[src/rtl/mode_manager_pkg.sv]
// Shared state encoding and width helper for the mode sequencer.
// Pure declarations: no latency, no backpressure.
package mode_manager_pkg;

    typedef enum logic [1:0] {
        HELLO  = 2'd0,
        BLANK  = 2'd1,
        ACTIVE = 2'd2
    } state_e;

    // Bits needed to index `value` entries; never less than one.
    function automatic int clog2(input int value);
        int width;
        width = 1;
        for (int i = 1; i < 31; i++) begin
            if ((1 << width) < value) begin
                width = width + 1;
            end
        end
        return width;
    endfunction

endpackage

[src/rtl/mode_manager_activity_detect.sv]
// Input sampling, activity/mode-edge detection and saturating idle counter with timeout flag.
// act/mode_edge/timeout are combinational from the 1-cycle-delayed samples; no backpressure.
module mode_manager_activity_detect
    import mode_manager_pkg::*;
#(
    parameter int NUM_SW       = 7,
    parameter int NUM_BTN      = 4,
    parameter int IDLE_TIMEOUT = 2**26
) (
    input  logic               clk_i,
    input  logic               rst_i,
    input  logic [NUM_SW-1:0]  sw_i,
    input  logic [NUM_BTN-1:0] btn_i,
    input  logic               mode_btn_i,
    input  logic               hold_i,
    output logic               act_o,
    output logic               mode_edge_o,
    output logic               timeout_o
);

    localparam int IDLE_W = clog2(IDLE_TIMEOUT + 1);
    localparam logic [IDLE_W-1:0] IDLE_MAX  = IDLE_W'(IDLE_TIMEOUT);
    localparam logic [IDLE_W-1:0] IDLE_LAST = IDLE_W'(IDLE_TIMEOUT - 1);

    logic [NUM_SW-1:0]  sw_q;
    logic [NUM_BTN-1:0] btn_q;
    logic               mode_btn_q;
    logic [IDLE_W-1:0]  idle_cnt_q;
    logic [IDLE_W-1:0]  idle_cnt_d;

    // Samples load even under reset so the first post-reset cycle sees no edges.
    always_ff @(posedge clk_i) begin
        sw_q       <= sw_i;
        btn_q      <= btn_i;
        mode_btn_q <= mode_btn_i;
        if (rst_i) begin
            idle_cnt_q <= '0;
        end else begin
            idle_cnt_q <= idle_cnt_d;
        end
    end

    assign mode_edge_o = mode_btn_i & ~mode_btn_q;
    assign act_o       = (|(sw_i ^ sw_q)) | (|(btn_i & ~btn_q)) | mode_edge_o;

    always_comb begin
        idle_cnt_d = idle_cnt_q;
        if (hold_i || act_o) begin
            idle_cnt_d = '0;
        end else if (idle_cnt_q != IDLE_MAX) begin
            idle_cnt_d = idle_cnt_q + IDLE_W'(1);
        end
    end

    assign timeout_o = (IDLE_TIMEOUT != 0) && !act_o && (idle_cnt_q == IDLE_LAST);

endmodule

[src/rtl/mode_manager.sv]
// Mode sequencer: HELLO until activity, then cycles modes 1..NUM_MODES-1 with a display blank window.
// mode/en/mode_chg change one cycle after the triggering input; disp/led lag mode by one cycle; no backpressure.
module mode_manager
    import mode_manager_pkg::*;
#(
    parameter int                NUM_MODES    = 4,
    parameter int                NUM_SW       = 7,
    parameter int                NUM_BTN      = 4,
    parameter int                DISP_W       = 20,
    parameter int                LED_W        = 8,
    parameter int                IDLE_TIMEOUT = 2**26,
    parameter int                BLANK_CYCLES = 4,
    parameter logic [DISP_W-1:0] BLANK_CODE   = '1
) (
    input  logic                          clk_i,
    input  logic                          rst_i,
    input  logic [NUM_SW-1:0]             sw_i,
    input  logic [NUM_BTN-1:0]            btn_i,
    input  logic                          mode_btn_i,
    input  logic [NUM_MODES*DISP_W-1:0]   disp_in_i,
    input  logic [NUM_MODES*LED_W-1:0]    led_in_i,
    output logic [clog2(NUM_MODES)-1:0]   mode_o,
    output logic [NUM_MODES-1:0]          en_o,
    output logic                          mode_chg_o,
    output logic [DISP_W-1:0]             disp_o,
    output logic [LED_W-1:0]              led_o
);

    localparam int MODE_W  = clog2(NUM_MODES);
    localparam int BLANK_W = clog2(BLANK_CYCLES);
    localparam logic [MODE_W-1:0]  MODE_LAST  = MODE_W'(NUM_MODES - 1);
    localparam logic [BLANK_W-1:0] BLANK_LAST = BLANK_W'(BLANK_CYCLES - 1);

    state_e               state_q, state_d;
    logic [MODE_W-1:0]    mode_q, mode_d;
    logic [NUM_MODES-1:0] en_q, en_d;
    logic [BLANK_W-1:0]   blank_cnt_q, blank_cnt_d;
    logic                 mode_chg_q, mode_chg_d;
    logic [DISP_W-1:0]    disp_q, disp_d;
    logic [LED_W-1:0]     led_q, led_d;
    logic                 act, mode_edge, timeout;

    logic [DISP_W-1:0] disp_src [NUM_MODES];
    logic [LED_W-1:0]  led_src  [NUM_MODES];

    for (genvar g = 0; g < NUM_MODES; g++) begin : g_src
        assign disp_src[g] = disp_in_i[g*DISP_W +: DISP_W];
        assign led_src[g]  = led_in_i[g*LED_W +: LED_W];
    end

    mode_manager_activity_detect #(
        .NUM_SW       (NUM_SW),
        .NUM_BTN      (NUM_BTN),
        .IDLE_TIMEOUT (IDLE_TIMEOUT)
    ) u_activity_detect (
        .clk_i       (clk_i),
        .rst_i       (rst_i),
        .sw_i        (sw_i),
        .btn_i       (btn_i),
        .mode_btn_i  (mode_btn_i),
        .hold_i      (state_q == HELLO),
        .act_o       (act),
        .mode_edge_o (mode_edge),
        .timeout_o   (timeout)
    );

    always_ff @(posedge clk_i) begin
        if (rst_i) begin
            state_q     <= HELLO;
            mode_q      <= '0;
            en_q        <= NUM_MODES'(1);
            blank_cnt_q <= '0;
            mode_chg_q  <= 1'b0;
            disp_q      <= '0;
            led_q       <= '0;
        end else begin
            state_q     <= state_d;
            mode_q      <= mode_d;
            en_q        <= en_d;
            blank_cnt_q <= blank_cnt_d;
            mode_chg_q  <= mode_chg_d;
            disp_q      <= disp_d;
            led_q       <= led_d;
        end
    end

    // Timeout is already suppressed by act inside the detector, so act always wins.
    always_comb begin
        state_d     = state_q;
        mode_d      = mode_q;
        blank_cnt_d = blank_cnt_q;
        mode_chg_d  = 1'b0;
        case (state_q)
            HELLO: begin
                if (act) begin
                    state_d     = BLANK;
                    mode_d      = MODE_W'(1);
                    blank_cnt_d = '0;
                    mode_chg_d  = 1'b1;
                end
            end
            BLANK: begin
                if (timeout) begin
                    state_d     = HELLO;
                    mode_d      = '0;
                    blank_cnt_d = '0;
                    mode_chg_d  = 1'b1;
                end else if (blank_cnt_q == BLANK_LAST) begin
                    state_d     = ACTIVE;
                    blank_cnt_d = '0;
                end else begin
                    blank_cnt_d = blank_cnt_q + BLANK_W'(1);
                end
            end
            ACTIVE: begin
                if (timeout) begin
                    state_d     = HELLO;
                    mode_d      = '0;
                    blank_cnt_d = '0;
                    mode_chg_d  = 1'b1;
                end else if (mode_edge) begin
                    state_d     = BLANK;
                    mode_d      = (mode_q == MODE_LAST) ? MODE_W'(1) : mode_q + MODE_W'(1);
                    blank_cnt_d = '0;
                    mode_chg_d  = 1'b1;
                end
            end
            default: begin
                state_d     = HELLO;
                mode_d      = '0;
                blank_cnt_d = '0;
            end
        endcase
    end

    always_comb begin
        en_d         = '0;
        en_d[mode_d] = 1'b1;
        disp_d       = (state_d == BLANK) ? BLANK_CODE : disp_src[mode_q];
        led_d        = led_src[mode_q];
    end

    assign mode_o     = mode_q;
    assign en_o       = en_q;
    assign mode_chg_o = mode_chg_q;
    assign disp_o     = disp_q;
    assign led_o      = led_q;

endmodule

[config.mk]
export PLATFORM = sky130hd
export DESIGN_NAME = mode_manager
export DESIGN_NICKNAME = d
export VERILOG_FILES = /design/src/rtl/mode_manager_pkg.sv /design/src/rtl/mode_manager_activity_detect.sv /design/src/rtl/mode_manager.sv
export SDC_FILE = /design/constraint.sdc
export NUM_CORES = 1
export LEC_CHECK = 0
export CAP_MARGIN = 20
export CORE_UTILIZATION = 47
export DETAILED_ROUTE_END_ITERATION = 6
export PLACE_DENSITY = 0.87
export RECOVER_POWER = 50
export SYNTH_ARGS = -nofsm -noshare
export SYNTH_HDL_FRONTEND = slang
export SYNTH_HIERARCHICAL = 1
export SYNTH_SLANG_ARGS = --single-unit
[constraint.sdc]
create_clock -name clk_i -period 7.35 [get_ports clk_i]
set_input_delay 1.47 -clock clk_i [delete_from_list [all_inputs] [get_ports clk_i]]
set_output_delay 1.47 -clock clk_i [all_outputs]
set_load 0.005 [all_outputs]
# Yosys cells after proc, flatten, opt, wreduce, memory -nomap -nowiden

Cells that the tools add are included.

Register bits: 78
Logic and storage cells: 75

Add/sub/neg operators: 3
Order comparisons: 3
Equal/unequal tests: 9
Muxes and demuxes: 32
Bitwise gates (word level): 8
Reduce and logical (&&, ||, !) cells: 9

Operator list:

| cell                  | number |
|---|---|
| $mux 20               | 3 |
| $bmux 20 s2           | 1 |
| $mux 2                | 15 |
| $add 27x1->27 const B | 1 |
| $eq 27x26->1 const B  | 1 |
| $ne 27x27->1 const B  | 1 |
| $pmux 2 s3            | 3 |
| $bmux 8 s2            | 1 |
| $mux 8                | 2 |
| $reduce_or 7->1       | 1 |
| $xor 7x7->7           | 1 |
| $eq 2x2->1 const B    | 3 |
| $mux 1                | 5 |
| $add 2x1->2 const B   | 2 |
| $and 4x4->4           | 1 |
| $eq 2x1->1 const B    | 2 |
| $not 4->4             | 1 |
| $reduce_or 4->1       | 1 |
| $ge 3x3->1 const B    | 1 |
| $lt 2x3->1 const B    | 1 |
| $ne 3x2->1 const B    | 1 |
| $not 2->3             | 1 |
| $pmux 1 s3            | 1 |
| $demux 1 s2           | 1 |
| 11 further kinds      | 13 |

# Logic depth before layout (Yosys ltp)

Gate-level depths: netlist of run 1.

Depth in word-level cells: 13
Depth in mapped cells: 12

# Hierarchy

The synthesis of run 1 kept the hierarchy.

Modules (own cells, without submodules):

| module                       | instances | cells each | area an instance (um^2) |
|---|---|---|---|
| mode_manager                 | 1         | 174        | 2057.0 |
| mode_manager_activity_detect | 1         | 191        | 1844.3 |

# Worst setup path after synthesis of run 1

No wires, ideal clock.

Kind: input-to-reg
Start: input sw_i[6]
End: register disp_q[0], in the netlist disp_o[0]
Setup time: 137 ps
Data arrival time: 3414 ps
Required time: 7213 ps
Path slack: 3799 ps
Stages: 12
Buffers on the path: 4
Cell sequence: xor2_1 nor4_1 nand4_1 clkbuf_8 clkbuf_1 nor3_1 buf_2 nand2b_1 o32ai_2 a21oi_2 buf_6 a21oi_1

Word-level cells in the longest chain between the ends: 10

Ends and longest elaborated chain:

| item                             | RTL line                                 | source |
|---|---|---|
| from (decl)                      | mode_manager.sv:17                       | `input logic [NUM_SW-1:0] sw_i,` |
| $xor 7x7->7 *                    | mode_manager_activity_detect.sv:44       | `assign act_o = (\|(sw_i ^ sw_q)) \| (\|(btn_i & ~btn_q)) \| mode_edge_o;` |
| $reduce_or 7->1 *                | mode_manager_activity_detect.sv:44       |  |
| $or 1x1->1 * (2 in a row)        | mode_manager_activity_detect.sv:44       |  |
| named net act                    | mode_manager.sv:41                       | `logic act, mode_edge, timeout;` |
| $logic_not 1->1 *                | mode_manager_activity_detect.sv:55       | `assign timeout_o = (IDLE_TIMEOUT != 0) && !act_o && (idle_cnt_q == IDLE_LAST);` |
| $logic_and 1x1->1 *              | mode_manager_activity_detect.sv:55       |  |
| named net timeout                | mode_manager.sv:41                       |  |
| $mux 2, on equally long branches | mode_manager.sv:116, mode_manager.sv:103 |  |
| $pmux 2 s3 *                     | mode_manager.sv:93                       | `case (state_q)` |
| $eq 2x1->1 *                     | mode_manager.sv:139                      | `disp_d = (state_d == BLANK) ? BLANK_CODE : disp_src[mode_q];` |
| $mux 20 *                        | mode_manager.sv:139                      |  |
| to (signal assigned)             | mode_manager.sv:82                       | `disp_q <= disp_d;` |
| to (decl)                        | mode_manager.sv:39                       | `logic [DISP_W-1:0] disp_q, disp_d;` |

The timed path passes the listed nets; every way through them passes the cells marked *.
A chain may end at the register's enable or synchronous reset.

# Final worst setup path of run 1

Start: input sw_i[6]
End: register disp_q[13], in the netlist disp_o[13]

The elaborated chain is that of the path after synthesis.

==> impl_summary.md, run 1 <==
Clock tree
Buffers added to address setup during post-CTS repair amount to 0. In this run the clock root is driven by a sky130_fd_sc_hd__clkbuf_8. The H-tree depth is 3. The total number of clock tree sinks is 78.

The clock insertion delay at the later pin of the skew report is 0.34 ns. Once the clock tree was built, the resizer swapped 0 gates to a different size. The clock tree from TritonCTS is done. The clock slew at the register clock pins of the worst setup and hold paths is 0.08 ns. No sink is reached through more buffers than the 2 on the longest clock path.

The TritonCTS buffer count is 9. The count of hold buffers inserted by post-cts repair is 0.

Detailed routing
The vias after detailed routing is 3,469. Summed over all layers, the routed wires come to 10.3 mm. The post-detailed-route DRC marker count is 0. In the final routed layout, each cell accounts on average for 16.6 µm. The average via count per standard cell is 5.58. The antenna violation net count after detailed routing is 0. In this run, the number of DRC markers left after iteration 0 of detailed routing was 181. The number of iterations in the first detailed-routing pass is 5.

Placement
The weighted congestion reported at the end of routability-driven placement is 0.832. The cell area after placement is 5420 µm². The wire-length estimate of the detail-placed layout is 7.97 mm. The number of port buffers is 160. In this run, placement finished with an instance count of 604.

Die
The number of placement rows is 32. The number of ports placed on the die boundary is 161. From left edge to right edge, the die measures 93.1 µm.

The floorplan step defined a die boundary enclosing 8670 µm². The core footprint is 7890 µm². The initial standard-cell utilization of the core is 0.495. The floorplan die height is 93.1 µm.

Synth
The fraction of synthesized cell area taken by the top area cell type is 0.400. For this run, the number of Yosys warnings is 6. The synthesis-stage register bit count is 78. The average instance in the mapped netlist occupies 10.7 µm². The most frequent cell after synthesis is sky130_fd_sc_hd__dfxtp_1. The number of library cell types mapped by synthesis is 46.

The top flip-flop cell by instance count after synthesis is sky130_fd_sc_hd__dfxtp_1. Synthesis produced a netlist whose cell count is 365. The net count of the mapped netlist is 495. The area of the mapped netlist is 3900 µm². In the post-synthesis netlist, the biggest area contributors are sky130_fd_sc_hd__dfxtp_1, sky130_fd_sc_hd__mux4_2, sky130_fd_sc_hd__xor2_1, sky130_fd_sc_hd__a21oi_1, sky130_fd_sc_hd__a211oi_1. After synthesis, the most frequently instantiated cells are sky130_fd_sc_hd__dfxtp_1, sky130_fd_sc_hd__inv_1, sky130_fd_sc_hd__mux4_2. sky130_fd_sc_hd__dfxtp_1 takes more of the synthesized area than any other cell. The share of the Yosys chip area taken by registers is 0.400. After synthesis, the share of flip-flops with an asynchronous set or reset is 0. In this run, synthesis inferred 0 flip-flops with an integrated enable.

Critical path
For flop-to-flop paths, the worst setup slack is 3.85 ns. The number of cells on the worst reg-to-reg path is 10. The signal on the critical path passes through dlygate4sd3_1 > xor2_1 > nor4_1 > nand4_1 > clkbuf_1 > nor3_1 > clkbuf_4 > nand2b_1 > o32ai_2 > a21oi_2 > a21oi_1.

The endpoint of the worst-slack reg-to-reg timing path is disp_o[13]. The worst setup path category is in -> reg. Along the worst path, the maximum fanout reaches 33. The capturing element of the worst setup path is disp_o[13]. The largest individual stage delay along the critical path comes from the cell sky130_fd_sc_hd__a21oi_2. The startpoint of the most critical setup path is sw_i[6]. At the worst endpoint, the required time is 7.53 ns. The start of the worst register-to-register path is u_activity_detect/sw_q[6]. The startpoint class of the critical path is an input pin. The type of element capturing the critical path is a flop.

Data arrives at the worst endpoint at 5.06 ns. The maximum cell stage delay along the critical path is 0.73 ns.

Timing
At the pin with the least slew margin, the transition time is 1.50 ns. Between clock sinks in the finished design, the worst skew comes to 0.0110 ns. The final count of pins violating max slew is 33. Setup violations remaining at the end of the flow were counted as 0. The number of endpoints with negative hold slack in the final report is 0.

After routing, the total negative slack on setup checks comes to 0 ns. The period utilization is 0.663. The smallest clock period supported by the final layout is computed as 4.88 ns.

The worst pin sits at a relative slew slack of -0.00213. The maximum achievable frequency is 205 MHz. The worst hold slack across all endpoints is 0.521 ns.

Setup repair after global routing left no endpoint under its margin.

Layout
The area growth from synthesis to layout is 44.5%. The share of layout cells above drive strength 1 is 0.121. With fillers left out, the area of the finished cells amounts to 5640 µm². Fill cells in the final layout number 546. In the final design database the tool counted 645 nets. The filler-free cell count of the finished design is 622. The multi-input combinational cells in the finished layout cover a total of 2000 µm².

The register cell area after layout is 1560 µm². The repair_antennas step left the layout with diodes totalling 0.

Hold path
The worst min-delay path class is reg -> reg.

Flow run
The max capacitance violation total is 1.

GRT
The global route total overflow is 0. The global-route wire length before repair is 17.0 mm. The via count of the first global-routing pass is 3,671. The initial antenna violation count is 0. In the global route stage, overall resource usage came out at 0.253. The pin count of the biggest net entering global routing is 35.

Power
The power density over cell area is 165 nW/µm². After layout, the design draws a total of 0.930 mW. The leakage power is 2.09 nW.

The worst IR drop on VDD is 0.104 mV.

Run status
The final reports fail on capacitance limit, slew limit. The flow ran to the end, but the final reports show violations.
==> area by class of cell <==
class                   count  share of cell area
well taps                 102              0.0226
clock buffers              10              0.0226
clock inverters             6              0.0120
flip-flops and latches     78               0.277
repair buffers            165               0.292
multi-input cells         233               0.354
inverters                  28              0.0187
==> worst max-delay path, delay by kind of cell <==
| family | cells | cell delay [ns] |
|---|---|---|
| AOI/OAI and AO/OA | 3 | 0.98 |
| xor gates and xnor gates | 1 | 0.15 |
| and+or+nand+nor | 4 | 1.00 |
| buffers and inverters | 3 | 1.44 |
==> power by group <==
part | leakage (nW) | total, mW | internal (mW) | switching [mW]
clock network | 0.0933 | 0.315 | 0.159 | 0.156
logic | 1.35 | 0.164 | 0.113 | 0.0514
registers | 0.645 | 0.451 | 0.441 | 0.0101
==> worst min-delay path by stage <==
| stage | to | depth (start not counted) | start | slack, ns |
|---|---|---|---|---|
| finish | blank_cnt_q[1] | 2 | blank_cnt_q[1] | 0.52 |
| global route | u_activity_detect/idle_cnt_q[26] | 2 | u_activity_detect/idle_cnt_q[26] | 0.55 |
| CTS | blank_cnt_q[1] | 2 | blank_cnt_q[1] | 0.53 |
| detailed placement | blank_cnt_q[1] | 2 | blank_cnt_q[1] | 0.51 |
| global placement | u_activity_detect/idle_cnt_q[1] | 2 | u_activity_detect/idle_cnt_q[1] | 0.49 |
| floorplan | u_activity_detect/idle_cnt_q[26] | 2 | u_activity_detect/idle_cnt_q[26] | 0.46 |
==> placed cells by master (no fill, tap or decap), types with 7 or more instances in the layout <==
cell                              instances
sky130_fd_sc_hd__a21oi_1                 23
sky130_fd_sc_hd__nor2b_1                 11
sky130_fd_sc_hd__nor4_1                   7
sky130_fd_sc_hd__dfxtp_1                 77
sky130_fd_sc_hd__nor2_1                  10
sky130_fd_sc_hd__o21ai_0                  9
sky130_fd_sc_hd__or4_1                    8
sky130_fd_sc_hd__inv_1                   28
sky130_fd_sc_hd__nand2_1                  7
sky130_fd_sc_hd__o31ai_1                  8
sky130_fd_sc_hd__dlygate4sd3_1           54
sky130_fd_sc_hd__clkbuf_8                 9
sky130_fd_sc_hd__mux4_2                  27
sky130_fd_sc_hd__nand3_1                 11
sky130_fd_sc_hd__a211oi_1                14
sky130_fd_sc_hd__nor3_1                  21
sky130_fd_sc_hd__nand4_1                 11
sky130_fd_sc_hd__xor2_1                  19
sky130_fd_sc_hd__clkdlybuf4s50_1        106
==> registers in the layout (all words and copies together), names as in the netlist <==
register and flops:
en_o 4, state_q 2, disp_o 20, u_activity_detect/idle_cnt_q 27, mode_chg_o 1, blank_cnt_q 2
u_activity_detect/mode_btn_q 1, mode_o 2, u_activity_detect/sw_q 7, led_o 8, u_activity_detect/btn_q 4
==> per-stage QoR <==
stage,worst slack (ns),util
finish,2.47,0.714
detailed placement,2.25,0.687
global route,2.18,0.714
global placement,2.55,0.687
floorplan,3.80,-
CTS,2.61,0.711
==> logic make-up (layout without fill, tap and decap cells) <==
family,count (synthesis),after routing,synth area share
flip-flops,78,78,0.400
adder cells (fa/ha/maj),4,4,0.0128
AND/OR/NAND/NOR,114,114,0.180
buffers and inverters,54,209,0.0879
XOR/XNOR,19,19,0.0427
AO/OA/AOI/OAI,68,68,0.114
multiplexers,28,28,0.163
==> per-layer routing <==
layer  routed length [µm]  global-route usage  part of all wire  up-vias
li1                     -                   -                 -     1664
met1                 3540               0.261              0.34     1636
met2                 5840               0.481              0.56      149
met3                  719              0.0724             0.069       20
met4                  246              0.0949             0.024        0
met5                    0                   0                 0        -
Power figures use the tool's default switching activity.
==> inputs of run 2 (changes only) <==
--- a/config.mk
+++ b/config.mk
@@ -6,9 +6,9 @@
 export NUM_CORES = 1
 export LEC_CHECK = 0
 export CAP_MARGIN = 20
-export CORE_UTILIZATION = 47
+export CORE_UTILIZATION = 43
 export DETAILED_ROUTE_END_ITERATION = 6
-export PLACE_DENSITY = 0.87
+export PLACE_DENSITY = 0.8
 export RECOVER_POWER = 50
 export SYNTH_ARGS = -nofsm -noshare
 export SYNTH_HDL_FRONTEND = slang
==> constraint.sdc (replaced) <==
create_clock -name clk_i -period 4.9 [get_ports clk_i]
set_input_delay 0.98 -clock clk_i [delete_from_list [all_inputs] [get_ports clk_i]]
set_output_delay 0.98 -clock clk_i [all_outputs]
set_load 0.005 [all_outputs]
==> impl_summary.md, run 2 (synthesis gave the netlist of run 1 again) <==
Layout
The commonest non-fill, non-tap cell in the layout is sky130_fd_sc_hd__clkdlybuf4s50_1. The top cell types in the final layout, fill and taps aside, are sky130_fd_sc_hd__clkdlybuf4s50_1, sky130_fd_sc_hd__dfxtp_1, sky130_fd_sc_hd__dlygate4sd3_1, sky130_fd_sc_hd__inv_1, sky130_fd_sc_hd__mux4_2. The number of inserted filler cells in the final layout was 718 (+32%). The number of flip-flops under the largest register name is 27 (unchanged). The final core utilization is 0.645 (-0.0690). The share of layout cells above drive strength 1 is 0.123 (+0.00192). The number of diodes added for antenna fixing was 0 (unchanged). The number of nets in the finished design is 645 (unchanged). The area growth from synthesis to layout is 45.0%. The top register by number of flip-flops is u_activity_detect/idle_cnt_q.

Critical path
The worst-path maximum fanout is 32 (-3.0%). The type of element capturing the critical path is a flop. The startpoint class of the critical path is an input pin. The worst endpoint data arrival time is 4.05 ns (-1.01 ns).

The data required time at the worst endpoint is 5.14 ns (-2.39 ns). The maximum cell stage delay along the critical path is 1.18 ns (+0.45 ns). The setup path with the least slack is of type in -> reg.

The slowest stage of the critical path belongs to the cell sky130_fd_sc_hd__clkbuf_1. The critical path goes through dlygate4sd3_1 > nor2b_1 > nor3_1 > nand4_1 > clkbuf_1 > a21oi_1 > o21a_1 > and3_1.

Die
The full die area is 9460 µm² (+9.1%). The floorplan die height is 97.3 µm (+4.5%). The initial standard-cell utilization of the core is 0.445 (-0.0494).

The floorplan die width is 97.3 µm (+4.5%). The number of placement rows is 34 (+6.3%). The core footprint is 8760 µm² (+11%).

The number of ports placed on the die boundary is 161 (unchanged).

Detailed routing
The final wirelength is 9.93 mm (-4.0%). The mean routed wirelength per cell is 15.8 µm (-4.9%). The starting DRC count in detailed routing is 218 (+20%). The average via count per standard cell was 5.47 (-2.0%). The vias after detailed routing is 3,434 (-1.0%). The post-detailed-route DRC marker count is 0 (unchanged). The number of iterations in the first detailed-routing pass came to 5 (unchanged). The antenna violation net count after detailed routing is 0 (unchanged).

Hold path
The path class of the tightest hold or removal check is reg -> reg.

GRT
The initial antenna violation count is 0 (unchanged). The global route total overflow is 0 (unchanged). The global router's overall resource usage is 0.222 (-0.0317). The via count of the first global-routing pass came to 3,671 (unchanged).

The pin count of the biggest net entering global routing is 35 (unchanged). The global-route wire length before repair was 16.8 mm (-1.1%).

Run status
The checks that failed: capacitance limit, slew limit. The flow ran to the end, but the final reports show violations.

Timing
The setup violation total in the final timing report is 0 (unchanged). The period utilization is 0.777. The post-route clock skew is 0.0149 ns (+0.00385 ns). Based on the critical path, the design can be clocked at up to 263 MHz. The summed negative setup slack over all endpoints is 0 ns (unchanged). The worst hold slack across all endpoints is 0.512 ns (-0.00892 ns).

The worst slew margin relative to its limit came to -0.0734 (-0.0713). The number of endpoints with negative hold slack in the final report is 0 (unchanged). The final count of pins violating max slew is 33 (unchanged).

The minimum clock period after layout is 3.81 ns. Setup repair after global routing left no endpoint under its margin. The slew of the pin with the lowest slew margin is 1.61 ns (+0.107 ns).

Clock tree
The H-tree depth was 3 (unchanged). The number of setup buffers added after CTS is 0 (unchanged). The TritonCTS buffer count is 9 (unchanged). The number of resized instances in the post-cts repair step is 0 (unchanged).

The tree is rooted in a sky130_fd_sc_hd__clkbuf_8. The clock insertion delay at the later pin of the skew report is 0.35 ns (about the same). The clock slew at the register clock pins of the worst setup and hold paths is 0.08 ns (about the same). The clock tree from TritonCTS is done. The total number of clock tree sinks came to 78 (unchanged). The number of buffers between clock root and the deepest sink is 2 (unchanged). The count of hold buffers inserted by post-cts repair is 0 (unchanged).

Flow run
The max capacitance violation total came to 1 (unchanged).

Power
The post-layout total power is 1.45 mW (+56%). The leakage power was 2.11 nW (+0.80%). The power density over cell area is 256 nW/µm² (+55%). The worst IR drop on VDD is 0.125 mV (+19%).

Placement
The weighted congestion reported at the end of routability-driven placement is 0.839 (+0.83%). The number of port buffers came to 160 (unchanged). The half-perimeter wire length of the detailed placement result was 7.63 mm (-4.3%).
-- run 2: final timing paths --
kind / start / to / slack (ns) / cells after the start
worst min register to register: u_activity_detect/idle_cnt_q[17] / u_activity_detect/idle_cnt_q[17] / 0.51 / 2
worst max-delay path: mode_btn_i / en_o[2] / 1.09 / 8
worst min-delay path: u_activity_detect/idle_cnt_q[17] / u_activity_detect/idle_cnt_q[17] / 0.51 / 2
worst max register to register: u_activity_detect/idle_cnt_q[6] / disp_o[12] / 1.53 / 9
-- run 2: per-stage QoR --
step | instances | setup slack [ns] | area [µm²]
6_report | 628 | 1.09 | 5660
5_1_grt | 628 | 0.786 | 5660
4_1_cts | 628 | 1.45 | 5660
3_5_place_dp | 612 | 1.09 | 5440
3_3_place_gp | 612 | 1.17 | 5440
2_1_floorplan | 365 | 1.84 | 3900
-- run 2: power by group --
| part | internal [mW] | switching (mW) | total, mW | leakage [nW] |
|---|---|---|---|---|
| Combinational | 0.167 | 0.0792 | 0.247 | 1.34 |
| Clock | 0.300 | 0.229 | 0.528 | 0.116 |
| Sequential | 0.661 | 0.00964 | 0.671 | 0.645 |
| Total | 1.13 | 0.317 | 1.45 | 2.11 |
-- run 2: routing by layer --
layer	wire (µm)	GRT usage	vias to the layer above
li1	-	-	1667
met1	3780	0.241	1637
met2	5360	0.410	115
met3	542	0.0532	15
met4	248	0.0916	0
met5	0	0	-
-- run 2: worst max-delay path, delay by kind of cell --
family	cells	cell delay [ns]
compound gates	2	0.49
buf+inv	2	1.72
simple gates	4	0.86
-- run 2: final cells by class --
cell class,instances,area (µm²),area share
clock buffers,10,138,0.0243
flip-flops and latches,78,1560,0.276
multi-input cells,233,2000,0.353
well taps,108,135,0.0239
clock inverters,6,83.8,0.0148
inverters,28,105,0.0186
repair buffers,165,1640,0.289
